--- src/rtl/mult_div_unit.sv ---
// ---------------------------------------------------------------------------
// mult_div_unit
//
// Iterative radix-2 multiply/divide unit. It retires one partial-product or
// quotient bit per clock and writes the result into the architectural HI/LO
// registers.
//
// Optional feature macro: MDU_DIV_EN
//   defined   : the divide datapath is built and DIVU/DIV compute normally.
//   undefined : only multiply hardware is built. DIVU/DIV finish in one cycle
//               with err_o=1 and HI/LO left unchanged.
//
// Parameters
//   WIDTH        operand width (even, >= 4)
//
// Ports
//   clk_i        clock, rising edge
//   rst_n        asynchronous active-low reset
//   start_i      request, sampled only in IDLE
//   op_i[1:0]    00 MULTU, 01 MULT, 10 DIVU, 11 DIV (sampled with start_i)
//   src1_i       multiplicand / dividend
//   src2_i       multiplier / divisor
//   flush_i      abort the operation in flight
//   busy_o       operation in flight (RUN or FIX)
//   done_o       one-cycle pulse after HI/LO have been updated
//   err_o        divide by zero, or a divide op in a build without divide
//   hi_o         product upper half / remainder
//   lo_o         product lower half / quotient
//   dbg_state_o  current FSM state (00 IDLE, 01 RUN, 10 FIX)
//
// Handshake: a request is accepted on a rising edge where the unit is IDLE,
// start_i=1 and flush_i=0. busy_o is high from the following cycle until the
// commit edge. done_o is high for exactly the one cycle after the commit
// edge, and a new start_i can be accepted in that same cycle. A start_i
// seen while busy_o=1 is dropped, not queued.
// ---------------------------------------------------------------------------
module mult_div_unit #(
  parameter int WIDTH = 32
) (
  input  logic             clk_i,
  input  logic             rst_n,
  input  logic             start_i,
  input  logic [1:0]       op_i,
  input  logic [WIDTH-1:0] src1_i,
  input  logic [WIDTH-1:0] src2_i,
  input  logic             flush_i,
  output logic             busy_o,
  output logic             done_o,
  output logic             err_o,
  output logic [WIDTH-1:0] hi_o,
  output logic [WIDTH-1:0] lo_o,
  output logic [1:0]       dbg_state_o
);

  localparam int CW = $clog2(WIDTH + 1);

  typedef enum logic [1:0] {
    ST_IDLE = 2'd0,
    ST_RUN  = 2'd1,
    ST_FIX  = 2'd2
  } state_e;

  state_e state_q, state_d;

  // Control strobes from the output process.
  logic accept;
  logic step;
  logic commit;

  // Datapath state.
  logic [CW-1:0]        cnt_q, cnt_d;
  logic [2*WIDTH-1:0]   acc_q, acc_d;   // {HI-side, LO-side} working register
  logic [WIDTH-1:0]     opb_q, opb_d;   // multiplicand or divisor magnitude
  logic                 neg_q, neg_d;   // result (product/quotient) is negative
  logic                 trap_q, trap_d; // op completes without iterating
  logic [WIDTH-1:0]     hi_q, hi_d;
  logic [WIDTH-1:0]     lo_q, lo_d;
  logic                 err_q, err_d;
  logic                 done_q, done_d;
`ifdef MDU_DIV_EN
  logic                 is_div_q, is_div_d;
  logic                 neg_rem_q, neg_rem_d; // remainder follows dividend sign
`endif

  // -------------------------------------------------------------------------
  // Operand decode (only consumed on the accept edge)
  // -------------------------------------------------------------------------
  logic             s1_neg, s2_neg;
  logic [WIDTH-1:0] mag1, mag2;
  logic             quick;  // IDLE -> FIX without iterating

  always_comb begin
    s1_neg = op_i[0] & src1_i[WIDTH-1];
    s2_neg = op_i[0] & src2_i[WIDTH-1];
    mag1   = s1_neg ? ('0 - src1_i) : src1_i;
    mag2   = s2_neg ? ('0 - src2_i) : src2_i;
`ifdef MDU_DIV_EN
    quick  = op_i[1] & (src2_i == '0);
`else
    quick  = op_i[1];
`endif
  end

  // -------------------------------------------------------------------------
  // FSM: state register
  // -------------------------------------------------------------------------
  always_ff @(posedge clk_i or negedge rst_n) begin
    if (!rst_n) state_q <= ST_IDLE;
    else        state_q <= state_d;
  end

  // FSM: next state
  always_comb begin
    state_d = state_q;
    case (state_q)
      ST_IDLE: begin
        if (start_i && !flush_i) state_d = quick ? ST_FIX : ST_RUN;
      end
      ST_RUN: begin
        if (flush_i)                        state_d = ST_IDLE;
        else if (cnt_q == CW'(WIDTH - 1))   state_d = ST_FIX;
      end
      ST_FIX:  state_d = ST_IDLE;
      default: state_d = ST_IDLE;
    endcase
  end

  // FSM: outputs (datapath strobes)
  always_comb begin
    accept = 1'b0;
    step   = 1'b0;
    commit = 1'b0;
    case (state_q)
      ST_IDLE: accept = start_i & ~flush_i;
      ST_RUN:  step   = ~flush_i;
      ST_FIX:  commit = ~flush_i;
      default: ;
    endcase
  end

  // -------------------------------------------------------------------------
  // One iteration of each datapath
  // -------------------------------------------------------------------------
  // Shift-add: add the multiplicand into the upper half when the current
  // multiplier bit (acc LSB) is set, then shift right keeping the carry.
  logic [WIDTH-1:0]   mul_addend;
  logic [WIDTH:0]     mul_sum;
  logic [2*WIDTH-1:0] mul_next;

  always_comb begin
    mul_addend = acc_q[0] ? opb_q : '0;
    mul_sum    = {1'b0, acc_q[2*WIDTH-1:WIDTH]} + {1'b0, mul_addend};
    mul_next   = {mul_sum, acc_q[WIDTH-1:1]};
  end

`ifdef MDU_DIV_EN
  // Restoring divide: shift the next dividend bit into the partial remainder
  // and subtract the divisor. The partial remainder is always below twice the
  // divisor, so bit WIDTH of the difference is a clean borrow flag.
  logic [WIDTH:0]     div_part;
  logic [WIDTH:0]     div_diff;
  logic               div_ge;
  logic [WIDTH-1:0]   div_rem;
  logic [2*WIDTH-1:0] div_next;

  always_comb begin
    div_part = {acc_q[2*WIDTH-1:WIDTH], acc_q[WIDTH-1]};
    div_diff = div_part - {1'b0, opb_q};
    div_ge   = ~div_diff[WIDTH];
    div_rem  = div_ge ? div_diff[WIDTH-1:0] : div_part[WIDTH-1:0];
    div_next = {div_rem, acc_q[WIDTH-2:0], div_ge};
  end
`endif

  // -------------------------------------------------------------------------
  // Sign correction for the commit
  // -------------------------------------------------------------------------
  logic [2*WIDTH-1:0] prod_fix;
  always_comb begin
    prod_fix = neg_q ? ('0 - acc_q) : acc_q;
  end

`ifdef MDU_DIV_EN
  logic [WIDTH-1:0] quo_fix, rem_fix;
  always_comb begin
    quo_fix = neg_q     ? ('0 - acc_q[WIDTH-1:0])         : acc_q[WIDTH-1:0];
    rem_fix = neg_rem_q ? ('0 - acc_q[2*WIDTH-1:WIDTH])   : acc_q[2*WIDTH-1:WIDTH];
  end
`endif

  // -------------------------------------------------------------------------
  // Datapath next state
  // -------------------------------------------------------------------------
  always_comb begin
    cnt_d  = cnt_q;
    acc_d  = acc_q;
    opb_d  = opb_q;
    neg_d  = neg_q;
    trap_d = trap_q;
    hi_d   = hi_q;
    lo_d   = lo_q;
    err_d  = err_q;
    done_d = commit;
`ifdef MDU_DIV_EN
    is_div_d  = is_div_q;
    neg_rem_d = neg_rem_q;
`endif

    if (accept) begin
      cnt_d  = '0;
      err_d  = 1'b0;
      trap_d = quick;
      neg_d  = s1_neg ^ s2_neg;
`ifdef MDU_DIV_EN
      is_div_d  = op_i[1];
      neg_rem_d = s1_neg;
      if (quick) begin
        // Divide by zero: the raw commit value is staged in acc.
        acc_d = {src1_i, {WIDTH{1'b1}}};
      end else if (op_i[1]) begin
        acc_d = {{WIDTH{1'b0}}, mag1};
        opb_d = mag2;
      end else begin
        acc_d = {{WIDTH{1'b0}}, mag2};
        opb_d = mag1;
      end
`else
      if (!op_i[1]) begin
        acc_d = {{WIDTH{1'b0}}, mag2};
        opb_d = mag1;
      end
`endif
    end

    if (step) begin
      cnt_d = cnt_q + 1'b1;
`ifdef MDU_DIV_EN
      acc_d = is_div_q ? div_next : mul_next;
`else
      acc_d = mul_next;
`endif
    end

    if (commit) begin
      if (trap_q) begin
        err_d = 1'b1;
`ifdef MDU_DIV_EN
        hi_d  = acc_q[2*WIDTH-1:WIDTH];
        lo_d  = acc_q[WIDTH-1:0];
`endif
      end else begin
`ifdef MDU_DIV_EN
        if (is_div_q) begin
          hi_d = rem_fix;
          lo_d = quo_fix;
        end else begin
          hi_d = prod_fix[2*WIDTH-1:WIDTH];
          lo_d = prod_fix[WIDTH-1:0];
        end
`else
        hi_d = prod_fix[2*WIDTH-1:WIDTH];
        lo_d = prod_fix[WIDTH-1:0];
`endif
      end
    end
  end

  // -------------------------------------------------------------------------
  // Datapath registers
  // -------------------------------------------------------------------------
  always_ff @(posedge clk_i or negedge rst_n) begin
    if (!rst_n) begin
      cnt_q     <= '0;
      acc_q     <= '0;
      opb_q     <= '0;
      neg_q     <= 1'b0;
      trap_q    <= 1'b0;
      hi_q      <= '0;
      lo_q      <= '0;
      err_q     <= 1'b0;
      done_q    <= 1'b0;
`ifdef MDU_DIV_EN
      is_div_q  <= 1'b0;
      neg_rem_q <= 1'b0;
`endif
    end else begin
      cnt_q     <= cnt_d;
      acc_q     <= acc_d;
      opb_q     <= opb_d;
      neg_q     <= neg_d;
      trap_q    <= trap_d;
      hi_q      <= hi_d;
      lo_q      <= lo_d;
      err_q     <= err_d;
      done_q    <= done_d;
`ifdef MDU_DIV_EN
      is_div_q  <= is_div_d;
      neg_rem_q <= neg_rem_d;
`endif
    end
  end

  assign busy_o      = (state_q != ST_IDLE);
  assign done_o      = done_q;
  assign err_o       = err_q;
  assign hi_o        = hi_q;
  assign lo_o        = lo_q;
  assign dbg_state_o = state_q;

endmodule
--- config.mk ---
export PLATFORM = sky130hd
export DESIGN_NAME = mult_div_unit
export DESIGN_NICKNAME = d
export VERILOG_FILES = /design/src/rtl/mult_div_unit.sv
export SDC_FILE = /design/constraint.sdc
export NUM_CORES = 1
export LEC_CHECK = 0
export CORE_MARGIN = 1
export CORE_UTILIZATION = 25
export CTS_CLUSTER_DIAMETER = 50
export DETAILED_ROUTE_END_ITERATION = 6
export MAX_ROUTING_LAYER = met4
export PLACE_DENSITY_LB_ADDON = 0.08
export SLEW_MARGIN = 0
export SYNTH_ARGS = -nofsm -noshare
export SYNTH_HDL_FRONTEND = slang
export SYNTH_SLANG_ARGS = --single-unit
--- constraint.sdc ---
create_clock -name clk_i -period 4.5 [get_ports clk_i]
set_clock_uncertainty 0.05 [all_clocks]
set_input_delay 0.675 -clock clk_i [delete_from_list [all_inputs] [get_ports clk_i]]
set_output_delay 0.675 -clock clk_i [all_outputs]
set_load 0.03 [all_outputs]
==> impl_metrics.yaml, run 1 <==
drt:
  routedWlPerCell_um: 17.9
  vias: 9417
  postRouteWirelength_mm: 35.2
  viasPerCell: 4.77
  dr.pass1.iters: 5
  drc: 0
  initialDrtViolationCount: 520
  ant_nets: 0
pwr:
  p_clk_share_pct: 23.8
  power_leakage_nw: 5.60
  power_density_nw_per_um2: 493
  max-vdd-ir-drop_v: 0.000247
  power_switching_share_pct: 40.4
  combPwrFrac_pct: 39.4
  p_int_mw: 4.00
  seq_power_share_pct: 36.8
  p_switching_mw: 2.71
clock_network:
  cts_tree: "done"
  cts.clk_slew.worst_paths_ns: 0.07
  postCtsHoldBufs: 0
  postCtsSetupRepairBufs: 0
  clk-insertion-delay-late_ns: 0.46
  numCtsBuffers: 17
  root_buffer: "clkbuf_16"
  htreeDepth: 4
  clock-sinks: 172
  post_cts_resized: 0
  clockBufferDepth: 2
grt:
  grt_pass1_vias: 9450
  grt_pass1_wl_mm: 55.3
  gr-total-overflow: 0
  grt_max_degree: 68
  gr-usage-all-layers_pct: 16.7
  antenna_found_initial: 0
synth:
  synth.area.top_cells: "dfrtp_1, o21ai_0, xor2_1, nand2_1, xnor2_1"
  syn-num-nets: 1372
  synth_top_area_share_pct: 39.3
  yosys_most_used_dff: "dfrtp_1"
  ys_seq_area_share_pct: 39.3
  postSynthAreaPerCell_um2: 8.66
  synth.distinct_cells: 69
  yosysMostFrequentCell: "o21ai_0"
  synth_async_sr_flop_share_pct: 100
  ys.warnings.count: 0
  syn_inst: 1265
  synth_area_leader_cell: "dfrtp_1"
  synth_edf_count: 0
  synth.ff_latch_count: 172
  syn_area_um2: 11000
  synthTopCellsByCount: "o21ai_0, nand2_1, dfrtp_1"
setup_path:
  endpoint_kind: "flip-flop"
  cpPeakStageDelay_ns: 0.54
  r2r-end: "acc_q[55]"
  cp_num_buf_inv: 1
  cpMaxStageDelayCell: "or3b_2"
  cpLargestDelayFamily: "compound AO/OA/AOI/OAI gates"
  cp.arrival_ns: 3.72
  path_cells: "and2_1, ha_1, inv_1, fa_1, nor2b_1, o2111ai_1, a21oi_1, a221oi_1, or3b_2, a41oi_1, xnor2_1, o21ai_0"
  r2r_cells: 12
  required_ns: 4.77
  rr_startpoint: "opb_q[0]"
  r2r_slack_ns: 1.06
  cp_max_fo: 4
  crit_type: "reg -> reg"
  cp-start-kind: "flip-flop"
cells_and_area:
  nFillCells: 4619
  area_growth_pct: 24.3
  multi_input_area_um2: 6350
  fin_nets: 1482
  fin_cells: 1973
  drive_gt1_share_pct: 5.48
  n_antenna_cell: 0
  regArea_um2: 4310
sta:
  period_minus_slack_ns: 3.44
  max_freq_mhz: 290
  tightest_slew_ns: 0.943
  worst_slack_ns: 1.06
  rsz0062_at_grt: "false"
  relSlewSlack_pct: 36.9
  timing.setup.tns_ns: 0
  drv_slew: 0
  period_share_pct: 76.6
  hold_viol: 0
  setup_viol: 0
place:
  place.detailed.hpwl_mm: 26.3
  dp.cells: 1941
  place.gp.congestion: 0.860
  dpl_worst_slack_ns: 0.872
  io_buffers: 138
floorplanning:
  num_rows: 76
  dieArea_um2: 44600
  fp.dieW_um: 211
  initial_core_util_pct: 25.4
  core_area_um2: 43200
  io_pins: 139
  die_y_um: 211
flow_run:
  cap_violations: 0
hold_path:
  hold_path_class: "in -> async"
outcome:
  outcome: "finished clean"
-- how the worst max path moves through the flow --
stage	endpoint	cells past startpoint	start	slack [ns]
3_3_place_gp	acc_q[29]	9	src2_i[3]	0.98
6_report	acc_q[55]	12	opb_q[0]	1.06
2_1_floorplan	acc_q[59]	13	acc_q[0]	1.34
5_1_grt	acc_q[59]	12	opb_q[0]	0.73
3_5_place_dp	acc_q[29]	9	src2_i[3]	0.87
4_1_cts	acc_q[55]	12	opb_q[0]	1.03
-- routing by layer --
metal / wire [um] / up-vias / GRT usage [%]
met5: 0 / - / -
li1: - / 4744 / -
met3: 1070 / 33 / 2.12
met4: 515 / 0 / 4.52
met2: 16200 / 171 / 25.8
met1: 17400 / 4469 / 22.8
-- flip-flops by register name (all words and copies together) (netlist names) --
signal	count
opb_q	32
err_o	1
done_o	1
lo_o	32
neg_q	1
cnt_q	6
hi_o	32
trap_q	1
dbg_state_o	2
acc_q	64
-- cells by family (layout without fill, tap and decap cells) --
group / count (synthesis) / count (layout) / share of synthesized area (%)
XOR/XNOR: 145 / 145 / 11.6
AND/OR/NAND/NOR: 417 / 417 / 19.0
AO/OA/AOI/OAI: 409 / 409 / 22.7
buffers and inverters: 83 / 206 / 2.86
multiplexers: 2 / 2 / 0.194
adder cells (fa/ha/maj): 37 / 37 / 4.30
flip-flops: 172 / 172 / 39.3
-- cell type report --
cell class / instances / area share, %
Inverter: 20 / 0.551
Multi-Input combinational cell: 1010 / 46.7
Clock buffer: 19 / 3.18
Timing Repair Buffer: 154 / 11.3
Sequential cell: 172 / 31.6
Clock inverter: 13 / 1.29
Tap cell: 585 / 5.38
-- cells in the final DEF (no fill, tap or decap), drive strengths merged, types with 5 or more instances in the layout --
cell type / Yosys / final
o21ai: 208 / 208
nand2: 189 / 189
dfrtp: 172 / 172
clkdlybuf4s50: 0 / 137
xor2: 91 / 91
a21oi: 63 / 63
nor2: 58 / 58
xnor2: 54 / 54
ha: 36 / 36
and2: 35 / 35
o31ai: 35 / 35
a22oi: 29 / 29
nand3: 21 / 21
nor3: 21 / 21
inv: 20 / 20
clkbuf: 59 / 19
buf: 4 / 17
or4: 16 / 16
o41ai: 15 / 15
nand2b: 14 / 14
a21o: 13 / 13
or3: 11 / 11
nand4: 10 / 10
nor4: 10 / 10
a31oi: 8 / 8
nor2b: 8 / 8
clkinv: 0 / 8
and3: 6 / 6
a211oi: 5 / 5
-- per-stage QoR --
stage / area, um2 / power, mW / hold slack (ns) / utilization, %
2_1_floorplan: 11000 / 4.04 / 0.329 / -
3_3_place_gp: 13000 / 5.18 / 0.406 / 30.1
3_5_place_dp: 13000 / 5.19 / 0.415 / 30.1
4_1_cts: 13600 / 6.83 / 0.124 / 31.5
5_1_grt: 13600 / 7.18 / 0.149 / 31.5
6_report: 13600 / 6.71 / 0.125 / 31.5
-- power by group through the flow --
stage / Sequential (mW) / Clock [mW] / Combinational (mW)
6_report: 2.47 / 1.60 / 2.65
3_5_place_dp: 2.51 / 0 / 2.68
3_3_place_gp: 2.50 / 0 / 2.68
5_1_grt: 2.55 / 1.71 / 2.92
2_1_floorplan: 2.79 / 0 / 1.25
4_1_cts: 2.48 / 1.66 / 2.69
No activity file was read; power rests on OpenSTA's default activity.
==> run 2: changes to the inputs <==
clock period = 3.17 ns   (was 4.5 ns; I/O delays follow)
==> impl_metrics.yaml, run 2 <==
synth:
  synth.ff_latch_count: 172
  yosys_most_used_dff: "dfrtp_1"
  postSynthAreaPerCell_um2: 8.66
  yosysMostFrequentCell: "o21ai_0"
  ys.warnings.count: 0
  synth_async_sr_flop_share_pct: 100
  synth_area_leader_cell: "dfrtp_1"
  synth.distinct_cells: 69
  synth.area.top_cells: "dfrtp_1, o21ai_0, xor2_1, nand2_1, xnor2_1"
  synth_edf_count: 0
  synth_top_area_share_pct: 39.3
  syn-num-nets: 1372
  syn_area_um2: 11000
  synthTopCellsByCount: "o21ai_0, nand2_1, dfrtp_1"
  ys_seq_area_share_pct: 39.3
  syn_inst: 1265
floorplanning:
  io_pins: 139
  num_rows: 76
  fp.dieW_um: 211
  die_y_um: 211
  initial_core_util_pct: 25.4
grt:
  gr-usage-all-layers_pct: 16.8
  grt_pass1_vias: 9712
  grt_max_degree: 129
  antenna_found_initial: 0
  gr-total-overflow: 0
  grt_pass1_wl_mm: 55.9
sta:
  postGrtWorstEndpoint: "acc_q[59]$_DFFE_PN0P_/D"
  worst_path_end_type: "register data pin"
outcome:
  stop_error: "[ERROR DRT-0255] Maze Route cannot find path of net clk_i in worker of routeBox ( 193200 0 ) ( 211290 48300 )."
  outcome: "aborted with a tool error"
  stop_stage: "5_2_route"
clock_network:
  clockBufferDepth: 2
  root_buffer: "clkbuf_16"
  clock-sinks: 172
  numCtsBuffers: 17
  htreeDepth: 4
place:
  io_buffers: 138
  placed_area_um2: 13500
  place.detailed.hpwl_mm: 27.1
  place.gp.congestion: 0.831
[run 2: cell counts after synthesis]
Identical to the previous run, type by type.
[run 2: repair_timing]
item	CTS	global route
pin swaps	1	4
hold endpoints to repair	42	0
buffers inserted	0	1
endpoints found under the setup margin	5	13
hold buffers	1	0
gates resized for setup	7	20
[run 2: metrics by stage]
step	cells	setup WS, ns
3_3_place_gp	2002	-0.0590
5_1_grt	2036	-0.00574
3_5_place_dp	2002	-0.0779
4_1_cts	2035	-0.00115
2_1_floorplan	1265	0.0118
[run 2: kinds of logic after synthesis]
family | after synthesis | synth area share (%)
xor+xnor | 145 | 11.6
flops | 172 | 39.3
buf+inv | 83 | 2.86
mux | 2 | 0.194
simple gates | 417 | 19.0
fa+ha+maj | 37 | 4.30
compound gates | 409 | 22.7
[run 2: metal layers]
layer  GRT usage (%)
met5               -
met3            2.23
met2            26.1
met4            4.45
met1            22.8
==> run 3: changes to the inputs <==
CORE_UTILIZATION = 20   (was 25)
CTS_CLUSTER_DIAMETER = default   (was 50)
MAX_ROUTING_LAYER = default   (was met4)
PLACE_DENSITY_LB_ADDON = 0.15   (was 0.08)
==> impl_metrics.yaml, run 3 (synthesis results as in run 1) <==
outcome:
  outcome: "finished clean"
cells_and_area:
  fin_nets: 1549
  drive_gt1_share_pct: 11.7
  fin_cells: 2151
  regMostFlops: "acc_q"
  area_growth_pct: 31.4
  n_antenna_cell: 0
  mostFrequentLayoutCells: "o21ai_0, nand2_1, dfrtp_1"
  largest_reg_flops: 64
  finalInstanceArea_um2: 14400
  utilization_pct: 26.7
  final_common_cell: "o21ai_0"
setup_path:
  cp.arrival_ns: 3.43
  required_ns: 3.55
  cpLargestDelayFamily: "simple AND/OR/NAND/NOR gates"
  cp-start-kind: "flip-flop"
  endpoint_kind: "flip-flop"
  cp_max_fo: 27
  critical_path_depth: 12
  r2r-end: "acc_q[58]"
  crit_type: "reg -> reg"
  cp_num_buf_inv: 2
  cpPeakStageDelay_ns: 0.42
  r2r_slack_ns: 0.12
  rr_startpoint: "acc_q[0]"
  cpMaxStageDelayCell: "or4_1"
  path_cells: "buf_4, buf_12, and2_4, ha_4, and4_4, or3b_4, a211oi_2, or2_4, a221o_1, a21oi_4, or4_1, nand3_1"
  r2r_cells: 12
flow_run:
  cap_violations: 0
pwr:
  power_density_nw_per_um2: 672
  max-vdd-ir-drop_v: 0.000451
  power_leakage_nw: 5.90
floorplanning:
  core_area_um2: 53900
  fp.dieW_um: 236
  initial_core_util_pct: 20.3
  num_rows: 85
  io_pins: 139
  die_y_um: 236
  dieArea_um2: 55700
hold_path:
  hold-path-cell-count: 2
  holdPathEnd: "opb_q[31]"
  worstHoldStart: "opb_q[31]"
  hold_path_class: "reg -> reg"
drt:
  routedWlPerCell_um: 17.1
  viasPerCell: 4.54
  postRouteWirelength_mm: 36.9
  ant_nets: 0
  dr.pass1.iters: 5
  vias: 9764
  initialDrtViolationCount: 523
  drc: 0
place:
  place.gp.congestion: 0.836
  io_buffers: 138
  dp.cells: 2117
  placed_area_um2: 13600
  place.detailed.hpwl_mm: 28.1
sta:
  period_minus_slack_ns: 3.05
  hold_viol: 0
  relSlewSlack_pct: 50.3
  period_share_pct: 96.1
  tightest_slew_ns: 0.744
  drv_slew: 0
  max_freq_mhz: 328
  setup_viol: 0
grt:
  grt_pass1_wl_mm: 58.1
  gr-usage-all-layers_pct: 13.6
  grt_pass1_vias: 9864
  gr-total-overflow: 0
  grt_max_degree: 111
  antenna_found_initial: 0
clock_network:
  cts_tree: "done"
  clk-insertion-delay-late_ns: 0.49
  clock-sinks: 172
  numCtsBuffers: 17
  cts.clk_slew.worst_paths_ns: 0.08
  clockBufferDepth: 2
  root_buffer: "clkbuf_16"
  htreeDepth: 4
run 3: final cells by class:
class / count / area, um2
clock buffers: 17 / 425
clock inverters: 15 / 130
fillers: 5832 / 39500
inverters: 20 / 75.1
multi-input cells: 1010 / 6510
flip-flops and latches: 172 / 4310
well taps: 696 / 871
repair buffers: 221 / 2070
run 3: worst min-delay path: stages (launching register included):
cell	delay [ns]
dfrtp_1	0.34
nand2_1	0.05
nand2_1	0.05
run 3: report_power, final:
part	switching, mW	total (mW)	leakage (nW)	internal (mW)
Combinational	2.37	4.13	3.38	1.76
Sequential	0.619	3.44	2.25	2.82
Clock	1.07	2.09	0.263	1.03
run 3: worst max-delay path by stage:
stage               startpoint         to  slack, ns
finish                acc_q[0]  acc_q[58]       0.12
global route          acc_q[0]  acc_q[58]      -0.01
detailed placement    acc_q[0]  acc_q[54]      -0.11
floorplan             acc_q[0]  acc_q[59]       0.01
global placement      acc_q[0]  acc_q[54]      -0.04
CTS                   acc_q[0]  acc_q[59]      0.004
run 3: through the flow:
step                      hold WS, ns  worst slack (ns)  setup TNS [ns]  power [mW]
after floorplan                 0.130            0.0118               0        5.73
after global placement          0.402           -0.0406          -0.104        7.60
after detailed placement        0.411            -0.106          -0.334        7.61
after CTS                       0.436           0.00360               0        9.80
after global routing            0.453           -0.0137         -0.0137        10.4
final                           0.427             0.123               0        9.66
run 3: timing repair:
| item | in CTS | in global routing |
|---|---|---|
| hold buffers | 1 | 0 |
| pin swaps | 1 | 9 |
| gates resized for setup | 8 | 26 |
| setup buffers | 0 | 1 |
| endpoints found under the setup margin | 7 | 10 |
| hold endpoints to repair | 44 | 0 |
run 3: routing by layer:
layer / vias to the layer above / track usage, % / wire length (um)
met5: - / 0 / 0
met4: 0 / 4.83 / 657
met3: 39 / 2.82 / 1730
met2: 221 / 20.6 / 16100
met1: 4617 / 19.0 / 18300
li1: 4887 / - / -
